`src/rtl/vga_sprite_render_if.sv`:
```
// Video/control bundle between the VGA timing generator, the sprite register
// writer and the sprite pixel stage. The pixel stage is the slave: it consumes
// timing and control, and produces re-aligned syncs plus pixel colour.
interface vga_sprite_render_if #(
   parameter int COORD_W = 10
);
   // timing from the generator
   logic               hsync_in;
   logic               vsync_in;
   logic               de_in;
   logic               frame_in;
   logic [COORD_W-1:0] ux;
   logic [COORD_W-1:0] uy;

   // sprite control
   logic               sprite_en;
   logic [COORD_W-1:0] pos_x;
   logic [COORD_W-1:0] pos_y;
   logic               pos_wr;
   logic               bmp_wr;
   logic [2:0]         bmp_row;
   logic [15:0]        bmp_data;

   // re-aligned video out
   logic               hsync_out;
   logic               vsync_out;
   logic               de_out;
   logic [11:0]        rgb;
   logic               frame_out;

   modport master (
      output hsync_in, vsync_in, de_in, frame_in, ux, uy,
      output sprite_en, pos_x, pos_y, pos_wr, bmp_wr, bmp_row, bmp_data,
      input  hsync_out, vsync_out, de_out, rgb, frame_out
   );

   modport slave (
      input  hsync_in, vsync_in, de_in, frame_in, ux, uy,
      input  sprite_en, pos_x, pos_y, pos_wr, bmp_wr, bmp_row, bmp_data,
      output hsync_out, vsync_out, de_out, rgb, frame_out
   );
endinterface

```
`src/rtl/vga_sprite_render.sv`:
```
// Sprite pixel stage: draws one monochrome 16x8 sprite, scaled by
// 2^SCALE_SHIFT, over a flat background. Every output lags the timing inputs
// by exactly two clocks. Sprite position/enable are double-buffered and only
// change on the frame pulse, so a frame never shows two positions.
module vga_sprite_render #(
   parameter int          COORD_W     = 10,
   parameter int          SCALE_SHIFT = 1,     // 0..3
   parameter int          INIT_X      = 312,
   parameter int          INIT_Y      = 440,
   parameter logic [11:0] FG_RGB      = 12'h0F0,
   parameter logic [11:0] BG_RGB      = 12'h000
) (
   input  logic                     clk,
   input  logic                     rst,      // asynchronous, active-low
   vga_sprite_render_if.slave       vif
);

   // On-screen sprite footprint after scaling, in pixels.
   localparam logic [COORD_W:0] SPR_W = (COORD_W+1)'(16 << SCALE_SHIFT);
   localparam logic [COORD_W:0] SPR_H = (COORD_W+1)'(8 << SCALE_SHIFT);

   // ---------------------------------------------------------------------
   // Position / enable registers
   // ---------------------------------------------------------------------
   logic [COORD_W-1:0] pend_x_reg;
   logic [COORD_W-1:0] pend_y_reg;
   logic               pend_valid_reg;
   logic [COORD_W-1:0] active_x_reg;
   logic [COORD_W-1:0] active_y_reg;
   logic               active_en_reg;

   // Pending buffer and frame-pulse commit. A write in the commit cycle is
   // kept for the next frame; the commit uses what was pending beforehand.
   always_ff @(posedge clk or negedge rst) begin
      if (!rst) begin
         pend_x_reg     <= '0;
         pend_y_reg     <= '0;
         pend_valid_reg <= 1'b0;
         active_x_reg   <= COORD_W'(INIT_X);
         active_y_reg   <= COORD_W'(INIT_Y);
         active_en_reg  <= 1'b1;
      end else begin
         if (vif.frame_in) begin
            active_en_reg <= vif.sprite_en;
            if (pend_valid_reg) begin
               active_x_reg <= pend_x_reg;
               active_y_reg <= pend_y_reg;
            end
         end
         if (vif.pos_wr) begin
            pend_x_reg     <= vif.pos_x;
            pend_y_reg     <= vif.pos_y;
            pend_valid_reg <= 1'b1;
         end else if (vif.frame_in && pend_valid_reg) begin
            pend_valid_reg <= 1'b0;
         end
      end
   end

   // ---------------------------------------------------------------------
   // Bitmap: 8 rows of 16 bits, bit 15 is the leftmost pixel. Writes are
   // not buffered; a mid-frame update may show on the current frame.
   // ---------------------------------------------------------------------
   logic [15:0] bmp_reg [8];

   genvar gi;
   generate
      for (gi = 0; gi < 8; gi++) begin : g_row
         // One register row per bitmap line, loaded when its index is written.
         always_ff @(posedge clk or negedge rst) begin
            if (!rst) begin
               bmp_reg[gi] <= '0;
            end else if (vif.bmp_wr && (vif.bmp_row == 3'(gi))) begin
               bmp_reg[gi] <= vif.bmp_data;
            end
         end
      end
   endgenerate

   // ---------------------------------------------------------------------
   // Stage 1: sprite-relative coordinates and hit test
   // ---------------------------------------------------------------------
   // One extra bit makes the subtraction signed: the MSB flags ux < active_x,
   // which is simply "left of / above the sprite" (no wrap-around hit).
   logic [COORD_W:0] dx;
   logic [COORD_W:0] dy;
   logic             in_x;
   logic             in_y;
   logic             hit_next;
   logic [3:0]       col_next;
   logic [2:0]       row_next;

   assign dx       = {1'b0, vif.ux} - {1'b0, active_x_reg};
   assign dy       = {1'b0, vif.uy} - {1'b0, active_y_reg};
   assign in_x     = !dx[COORD_W] && (dx < SPR_W);
   assign in_y     = !dy[COORD_W] && (dy < SPR_H);
   assign hit_next = vif.de_in && active_en_reg && in_x && in_y;
   assign col_next = 4'(dx >> SCALE_SHIFT);
   assign row_next = 3'(dy >> SCALE_SHIFT);

   logic       hsync1_reg;
   logic       vsync1_reg;
   logic       de1_reg;
   logic       frame1_reg;
   logic       hit1_reg;
   logic [3:0] col1_reg;
   logic [2:0] row1_reg;

   // First pipeline stage: hit test result with timing carried alongside.
   always_ff @(posedge clk or negedge rst) begin
      if (!rst) begin
         hsync1_reg <= 1'b1;
         vsync1_reg <= 1'b1;
         de1_reg    <= 1'b0;
         frame1_reg <= 1'b0;
         hit1_reg   <= 1'b0;
         col1_reg   <= '0;
         row1_reg   <= '0;
      end else begin
         hsync1_reg <= vif.hsync_in;
         vsync1_reg <= vif.vsync_in;
         de1_reg    <= vif.de_in;
         frame1_reg <= vif.frame_in;
         hit1_reg   <= hit_next;
         col1_reg   <= col_next;
         row1_reg   <= row_next;
      end
   end

   // ---------------------------------------------------------------------
   // Stage 2: bitmap lookup and colour selection
   // ---------------------------------------------------------------------
   logic        pix;
   logic [11:0] rgb_next;

   assign pix      = hit1_reg && bmp_reg[row1_reg][4'd15 - col1_reg];
   // Blanking is forced black regardless of the background colour.
   assign rgb_next = !de1_reg ? 12'h000 : (pix ? FG_RGB : BG_RGB);

   logic        hsync2_reg;
   logic        vsync2_reg;
   logic        de2_reg;
   logic        frame2_reg;
   logic [11:0] rgb2_reg;

   // Second pipeline stage: final colour, syncs aligned to the same clock.
   always_ff @(posedge clk or negedge rst) begin
      if (!rst) begin
         hsync2_reg <= 1'b1;
         vsync2_reg <= 1'b1;
         de2_reg    <= 1'b0;
         frame2_reg <= 1'b0;
         rgb2_reg   <= '0;
      end else begin
         hsync2_reg <= hsync1_reg;
         vsync2_reg <= vsync1_reg;
         de2_reg    <= de1_reg;
         frame2_reg <= frame1_reg;
         rgb2_reg   <= rgb_next;
      end
   end

   assign vif.hsync_out = hsync2_reg;
   assign vif.vsync_out = vsync2_reg;
   assign vif.de_out    = de2_reg;
   assign vif.frame_out = frame2_reg;
   assign vif.rgb       = rgb2_reg;

endmodule

```
`src/flat_wrapper.sv`:
```
// flat-port wrapper written by rule: the top's interface ports become plain ports
module vga_sprite_render_flat 
#(
   parameter int          COORD_W     = 10,
   parameter int          SCALE_SHIFT = 1,            
   parameter int          INIT_X      = 312,
   parameter int          INIT_Y      = 440,
   parameter logic [11:0] FG_RGB      = 12'h0F0,
   parameter logic [11:0] BG_RGB      = 12'h000
)
  (clk, rst, vif_hsync_in, vif_vsync_in, vif_de_in, vif_frame_in, vif_ux, vif_uy, vif_sprite_en, vif_pos_x, vif_pos_y, vif_pos_wr, vif_bmp_wr, vif_bmp_row, vif_bmp_data, vif_hsync_out, vif_vsync_out, vif_de_out, vif_rgb, vif_frame_out);
  vga_sprite_render_if #(.COORD_W(COORD_W)) vif_i ();
  input  logic clk;
  input  logic rst;
  input wire logic [$bits(vif_i.hsync_in)-1:0] vif_hsync_in;
  input wire logic [$bits(vif_i.vsync_in)-1:0] vif_vsync_in;
  input wire logic [$bits(vif_i.de_in)-1:0] vif_de_in;
  input wire logic [$bits(vif_i.frame_in)-1:0] vif_frame_in;
  input wire logic [$bits(vif_i.ux)-1:0] vif_ux;
  input wire logic [$bits(vif_i.uy)-1:0] vif_uy;
  input wire logic [$bits(vif_i.sprite_en)-1:0] vif_sprite_en;
  input wire logic [$bits(vif_i.pos_x)-1:0] vif_pos_x;
  input wire logic [$bits(vif_i.pos_y)-1:0] vif_pos_y;
  input wire logic [$bits(vif_i.pos_wr)-1:0] vif_pos_wr;
  input wire logic [$bits(vif_i.bmp_wr)-1:0] vif_bmp_wr;
  input wire logic [$bits(vif_i.bmp_row)-1:0] vif_bmp_row;
  input wire logic [$bits(vif_i.bmp_data)-1:0] vif_bmp_data;
  output wire logic [$bits(vif_i.hsync_out)-1:0] vif_hsync_out;
  output wire logic [$bits(vif_i.vsync_out)-1:0] vif_vsync_out;
  output wire logic [$bits(vif_i.de_out)-1:0] vif_de_out;
  output wire logic [$bits(vif_i.rgb)-1:0] vif_rgb;
  output wire logic [$bits(vif_i.frame_out)-1:0] vif_frame_out;
  assign vif_i.hsync_in = vif_hsync_in;
  assign vif_i.vsync_in = vif_vsync_in;
  assign vif_i.de_in = vif_de_in;
  assign vif_i.frame_in = vif_frame_in;
  assign vif_i.ux = vif_ux;
  assign vif_i.uy = vif_uy;
  assign vif_i.sprite_en = vif_sprite_en;
  assign vif_i.pos_x = vif_pos_x;
  assign vif_i.pos_y = vif_pos_y;
  assign vif_i.pos_wr = vif_pos_wr;
  assign vif_i.bmp_wr = vif_bmp_wr;
  assign vif_i.bmp_row = vif_bmp_row;
  assign vif_i.bmp_data = vif_bmp_data;
  assign vif_hsync_out = vif_i.hsync_out;
  assign vif_vsync_out = vif_i.vsync_out;
  assign vif_de_out = vif_i.de_out;
  assign vif_rgb = vif_i.rgb;
  assign vif_frame_out = vif_i.frame_out;
  vga_sprite_render #(.COORD_W(COORD_W), .SCALE_SHIFT(SCALE_SHIFT), .INIT_X(INIT_X), .INIT_Y(INIT_Y), .FG_RGB(FG_RGB), .BG_RGB(BG_RGB)) u_core (.clk(clk), .rst(rst), .vif(vif_i));
endmodule
```
`config.mk`:
```
export PLATFORM = sky130hd
export DESIGN_NAME = vga_sprite_render_flat
export DESIGN_NICKNAME = d
export VERILOG_FILES = /design/src/rtl/vga_sprite_render_if.sv /design/src/rtl/vga_sprite_render.sv /design/src/flat_wrapper.sv
export SDC_FILE = /design/constraint.sdc
export NUM_CORES = 1
export LEC_CHECK = 0
export CAP_MARGIN = 5
export CORE_MARGIN = 2
export CORE_UTILIZATION = 30
export DETAILED_ROUTE_END_ITERATION = 8
export PLACE_DENSITY_LB_ADDON = 0.2
export SLEW_MARGIN = 20
export SYNTH_ARGS = -nofsm -noshare
export SYNTH_HDL_FRONTEND = slang
export SYNTH_SLANG_ARGS = --single-unit
export TNS_END_PERCENT = 20
```
`constraint.sdc`:
```
create_clock -name clk -period 2.6 [get_ports clk]
set_clock_uncertainty 0.05 [all_clocks]
set_input_delay 0.65 -clock clk [delete_from_list [all_inputs] [get_ports clk]]
set_output_delay 0.65 -clock clk [all_outputs]
set_load 0.005 [all_outputs]
```
==> results.ini, run 1 <==
[run_status]
status = complete, no violations

[sta]
setup_violations = 0
tightest_slew_ns = 0.5176
hold_viol_final = 0
fin_crit_ns = 2.477
drv_slew = 0
relSlewSlack = 0.6549
max_freq_mhz = 403.7
period_share = 0.9527

[die]
die_h_um = 177.2
ioPinCount = 84
die_area_sq_um = 31400
start_util = 0.3045
rows = 63
fp.dieW_um = 177.2
coreArea_sq_um = 29560

[power]
switching_share = 0.2943
p_int_mw = 6.817
power.density_cell_area_nw_per_um2 = 835.1
power_switching_mw = 2.843
p_leak_nw = 4.907
clkPwrFrac = 0.286
vdd.ir_drop.worst_mv = 0.3973
power_mw = 9.660
seq_power_share = 0.412
comb_power_share = 0.302

[layout]
stdcell_count = 1186
nFillCells = 2783
drive_gt1_frac = 0.4334
areaGrowthSynthToFinish_pct = 28.53
antennaDiodeCount = 0
finalNetCount = 871
layout_common_cells = dfrtp_1 (171), mux2_2 (170), clkdlybuf4s50_1 (60)
largest_reg_flops = 128
final_common_cell = dfrtp_1

[critical_path]
required_ns = 2.89
worstSetupEndpointType = flop
startpoint = vif_uy[3]
crit_buf_inv = 1
critPathTopFamily = compound AO/OA/AOI/OAI gates
cp.arrival_ns = 2.76
crit_chain = clkdlybuf4s50_1 > ha_1 > a211oi_4 > nor2_2 > xnor2_1 > o211ai_1 > a2111oi_2 > nand4b_1 > nor4_2
cpPeakStageDelay_ns = 0.44
cp_max_fo = 5
critPathSlowestCell = clkdlybuf4s50_1
worstSetupStartpointType = primary input
path_class = in -> reg
timing.rr.start = u_core.active_x_reg[4]

[clock_network]
clk_path_buf_depth = 2
htreeDepth = 4
clock_sinks = 187
cts_buffers = 17
clock_latency_ns = 0.43
clk_pin_slew_ns = 0.07
tritoncts = done
clockRootBuffer = clkbuf_16

[logic_synthesis]
ys_ff_latch = 187
synthAdderAreaFrac = 0.02947
syn_area_sq_um = 9000
yosys_most_used_dff = dfrtp_1
yosys_warnings = 0
muxShareOfSynthArea = 0.2947
synthArstFlopShare = 1.000
postSynthCellCount = 655
synth_top_family_by_area = multiplexers
synth_edf_count = 0
synth-compound-area-share = 0.05756
synth_cell_types = 59
syn_area_per_cell_sq_um = 13.74
yosys.area_share.simple = 0.05325
synth-xor-area-share = 0.007785
ys_seq_area_frac = 0.5219

[global_routing]
grt_max_degree = 50
grtUsageTotal = 0.1373
grt_pass1_wl_mm = 33.40
grt_pass1_vias = 6160
antenna_found_initial = 0
grt-ovfl-total = 0

[drt]
avgViaCountPerCell = 4.829
dr.first_iter.drc_count = 290
wl_mm = 20.94
num_vias = 5727
drc = 0
detail_route.first_pass.iterations = 4
wl_per_cell_um = 17.66
ant_nets = 0

[placement]
place_hpwl_mm = 14.59
place.gp.congestion = 0.7975
port_buffers = 75
dp.cells = 1152

[worst_hold_path]
hp-class = in -> async

[job]
cap_violations = 0

-- synth_stat cells, drive strengths merged, types with 4 or more instances --
master     n  area, sq um
nor2      18        67.56
o21ai     13        65.06
nand3      8        40.04
xnor2      5        43.79
nand4b     5        43.79
nand2b     7        43.79
o221ai     4        35.03
nand3b     5        37.54
clkbuf    17        63.81
nand2     15        56.30
a21oi     16        80.08
nor3       5        30.03
inv       29        108.9
mux4      23        518.0
buf       21        141.4
dfstp     14        367.9
a2111oi    5        43.79
o22ai      4        25.02
mux2     170         1914
dfrtp    173         4329
nor2b      7        51.30
a31oi      4        25.02
mux2i     22        220.2
ha        18        225.2
-- per-layer routing --
layer | up-vias | wire length (um) | GRT usage
met5 | - | 0 | 0
met2 | 113 | 10110 | 0.2239
met4 | 0 | 240 | 0.03685
met3 | 20 | 764 | 0.02878
li1 | 2648 | - | -
met1 | 2946 | 9826 | 0.1850
-- worst paths after layout --
path | slack, ns | endpoint | cells past startpoint
hold / removal | 0.12 | u_core.bmp_reg[122] | 1
setup reg to reg | 0.16 | u_core.hit1_reg | 9
max in group asynchronous | 1.67 | u_core.bmp_reg[90] | 2
hold reg to reg | 0.31 | u_core.vif.hsync_out | 0
setup / recovery | 0.12 | u_core.hit1_reg | 9
min in group clk | 0.31 | u_core.vif.hsync_out | 0
-- cells by family after synthesis --
| logic type | count (synthesis) |
|---|---|
| AO/OA/AOI/OAI | 74 |
| XOR/XNOR | 8 |
| adder cells (fa/ha/maj) | 20 |
| buffers and inverters | 67 |
| flip-flops | 187 |
| multiplexers | 215 |
| other | 1 |
| AND/OR/NAND/NOR | 83 |
-- power by group through the flow --
stage	Clock [mW]	Combinational (mW)	Sequential [mW]
6_report	2.76	2.92	3.98
5_1_grt	2.99	3.19	4.05
4_1_cts	2.86	2.85	3.98
3_5_place_dp	0	2.80	4.04
3_3_place_gp	0	2.74	3.99
2_1_floorplan	0	1.99	3.79
-- repair_timing --
item	4_1_cts	5_1_grt
buffers inserted	0	2
pin swaps	3	17
hold buffers	0	0
resized for setup	7	37
endpoints found under the setup margin	1	1
-- metrics by stage --
stage                     hold slack, ns  cell area [sq um]  setup slack, ns  setup TNS (ns)  utilization
final                             0.1241              11570           0.1230               0       0.3913
after global routing              0.1419              11570        -0.001240       -0.001240       0.3913
after CTS                         0.1223              11340         0.003787               0       0.3838
after detailed placement          0.2870              10690          -0.5832         -0.5832       0.3616
after global placement            0.2939              10690          -0.5486         -0.5486       0.3616
after floorplan                   0.2812               9032         0.005754               0            -
-- cell type report --
type                            count  area [sq um]  area share
Inverter                           29         108.9    0.009410
Tap cell                          390         488.0     0.04219
Clock inverter                     14         193.9     0.01677
Timing Repair Buffer              140          1415      0.1223
Sequential cell                   187          4700      0.4063
Multi-Input combinational cell    408          4233      0.3659
Clock buffer                       18         429.2     0.03710
(Power assumes the default switching activity.)
==> inputs of run 2 (changes only) <==
- ABC_CLOCK_PERIOD_IN_PS: not set -> 2600
- CORE_MARGIN: 2 -> 10
==> results.ini, run 2 (synthesized netlist as in run 1, its figures left out) <==
[clock_network]
clk_path_buf_depth = 2  ; unchanged
htreeDepth = 4  ; unchanged
clockRootBuffer = clkbuf_16  ; unchanged
clk_pin_slew_ns = 0.07  ; about the same
clock_latency_ns = 0.43  ; about the same
cts_buffers = 17  ; unchanged
tritoncts = done  ; unchanged
clock_sinks = 187  ; unchanged

[placement]
place.gp.congestion = 0.8132  ; was 0.7975
port_buffers = 75  ; unchanged
place_hpwl_mm = 15.15  ; was 14.59 mm
place_ws_ns = -0.6045  ; was -0.5832 ns
postPlaceCellArea_sq_um = 10700  ; was 10690 sq um

[layout]
design_area_sq_um = 11470  ; was 11570 sq um
layout_common_cells = dfrtp_1 (171), mux2_2 (170), clkdlybuf4s50_1 (70)  ; was dfrtp_1 (171), mux2_2 (170), clkdlybuf4s50_1 (60)
fin_util = 0.3869  ; was 0.3913
drive_gt1_frac = 0.4228  ; was 0.4334
areaGrowthSynthToFinish_pct = 27.40  ; was 28.53%
finalNetCount = 872  ; was 871
nFillCells = 2817  ; was 2783
largest_reg_flops = 128  ; unchanged
final_common_cell = dfrtp_1  ; unchanged
multi_input_area_sq_um = 4151  ; was 4233 sq um
regArea_sq_um = 4702  ; was 4700 sq um

[die]
fp.dieW_um = 193.2  ; was 177.2 um
start_util = 0.3037  ; was 0.3045
die_area_sq_um = 37330  ; was 31400 sq um
coreArea_sq_um = 29640  ; was 29560 sq um
ioPinCount = 84  ; unchanged
rows = 63  ; unchanged
die_h_um = 193.2  ; was 177.2 um

[global_routing]
grt_pass1_wl_mm = 35.22  ; was 33.40 mm
grtUsageTotal = 0.1159  ; was 0.1373
antenna_found_initial = 1  ; was 0
grt-ovfl-total = 0  ; unchanged
grt_pass1_vias = 6315  ; was 6160
grt_max_degree = 67  ; was 50

[power]
power_mw = 9.519  ; was 9.660 mW
vdd.ir_drop.worst_mv = 0.4364  ; was 0.3973 mV
p_leak_nw = 4.826  ; was 4.907 nW
power.density_cell_area_nw_per_um2 = 830.2  ; was 835.1 nW/um^2

[sta]
max_freq_mhz = 396.8  ; was 403.7 MHz
rsz0062_at_grt = true
fin_ws_ns = 0.07998  ; was 0.1230 ns
fin_hold_ws_ns = 0.1055  ; was 0.1241 ns
fin_crit_ns = 2.520  ; was 2.477 ns
drv_slew = 0  ; unchanged
hold_viol_final = 0  ; unchanged
period_share = 0.9692  ; was 0.9527
setup_violations = 0  ; unchanged

[critical_path]
required_ns = 2.88  ; was 2.89 ns
cp_max_fo = 2  ; was 5
worstSetupStartpointType = primary input  ; unchanged
worstSetupEndpointType = flop  ; unchanged
path_class = in -> reg  ; unchanged
cp.arrival_ns = 2.80  ; was 2.76 ns

[drt]
ant_nets = 0  ; unchanged
dr.first_iter.drc_count = 261  ; was 290
wl_per_cell_um = 18.31  ; was 17.66 um
drc = 0  ; unchanged
avgViaCountPerCell = 4.816  ; was 4.829
detail_route.first_pass.iterations = 4  ; unchanged
wl_mm = 21.75  ; was 20.94 mm
num_vias = 5722  ; was 5727

[job]
cap_violations = 0  ; unchanged

[worst_hold_path]
hp-class = in -> async  ; unchanged

[run_status]
status = complete, no violations  ; unchanged

[run 2: cell types whose count changed in the layout (fill, tap and decap cells not counted), moves of 2 or more]
| cell | before | now |
|---|---|---|
| ha_4 | 10 | 5 |
| clkinv_4 | 2 | 6 |
| clkdlybuf4s50_1 | 60 | 70 |
| bufinv_16 | 4 | 2 |
| a21oi_1 | 15 | 13 |
| clkinvlp_4 | 2 | 0 |
| nor2_1 | 16 | 18 |
| dlymetal6s2s_1 | 13 | 4 |
| clkinv_2 | 3 | 1 |
| clkbuf_8 | 1 | 3 |
| a21oi_2 | 1 | 3 |
| ha_1 | 7 | 13 |
| nor2_2 | 2 | 0 |
[run 2: area by class of cell]
| cell class | count | area share |
|---|---|---|
| Antenna cell | 1 | 0.0002182 |
| Clock buffer | 21 | 0.04103 |
| Clock inverter | 11 | 0.01179 |
| Inverter | 29 | 0.009494 |
| Multi-Input combinational cell | 408 | 0.3621 |
| Sequential cell | 187 | 0.4101 |
| Tap cell | 390 | 0.04256 |
| Timing Repair Buffer | 141 | 0.1228 |
[run 2: where the power goes]
| group | leakage, nW | switching (mW) | internal (mW) | total, mW |
|---|---|---|---|---|
| Combinational | 2.32 | 1.25 | 1.66 | 2.91 |
| Sequential | 2.21 | 0.412 | 3.53 | 3.94 |
| Clock | 0.298 | 1.16 | 1.51 | 2.67 |
[run 2: critical path: stages]
cell	delay [ns]
clkdlybuf4s50_1	0.41
ha_1	0.30
and3_4	0.19
nand3b_1	0.10
o221ai_1	0.11
or3_1	0.40
a2111oi_2	0.28
nand4b_1	0.14
nor4_2	0.23
[run 2: what timing repair did]
action | in CTS | in global routing
gates cloned | 0 | 0
setup endpoints to repair | 1 | 2
buffers inserted | 1 | 2
gates resized for setup | 8 | 15
pin swaps | 3 | 14
hold buffers | 0 | 0
[run 2: final timing paths]
path	depth (start not counted)	end	slack, ns	start
max in group asynchronous	2	u_core.bmp_reg[17]	1.65	rst
hold reg to reg	0	u_core.vif.vsync_out	0.31	u_core.vsync1_reg
min in group clk	0	u_core.vif.vsync_out	0.31	u_core.vsync1_reg
setup / recovery	9	u_core.hit1_reg	0.08	vif_uy[5]
setup reg to reg	9	u_core.hit1_reg	0.14	u_core.active_y_reg[5]
hold / removal	1	u_core.pend_valid_reg	0.11	rst
[run 2: metal layers]
metal | vias up | GRT usage | share of wire
li1 | 2642 | - | -
met1 | 2977 | 0.1478 | 0.46
met2 | 89 | 0.1948 | 0.50
met3 | 14 | 0.02749 | 0.037
met4 | 0 | 0.02489 | 0.0063
met5 | - | 0 | 0
[run 2: stage by stage]
stage / cells / TNS [ns]
floorplan: 662 / 0
global placement: 1152 / -0.5454
detailed placement: 1152 / -0.6045
CTS: 1185 / 0
global route: 1187 / -0.05630
finish: 1188 / 0
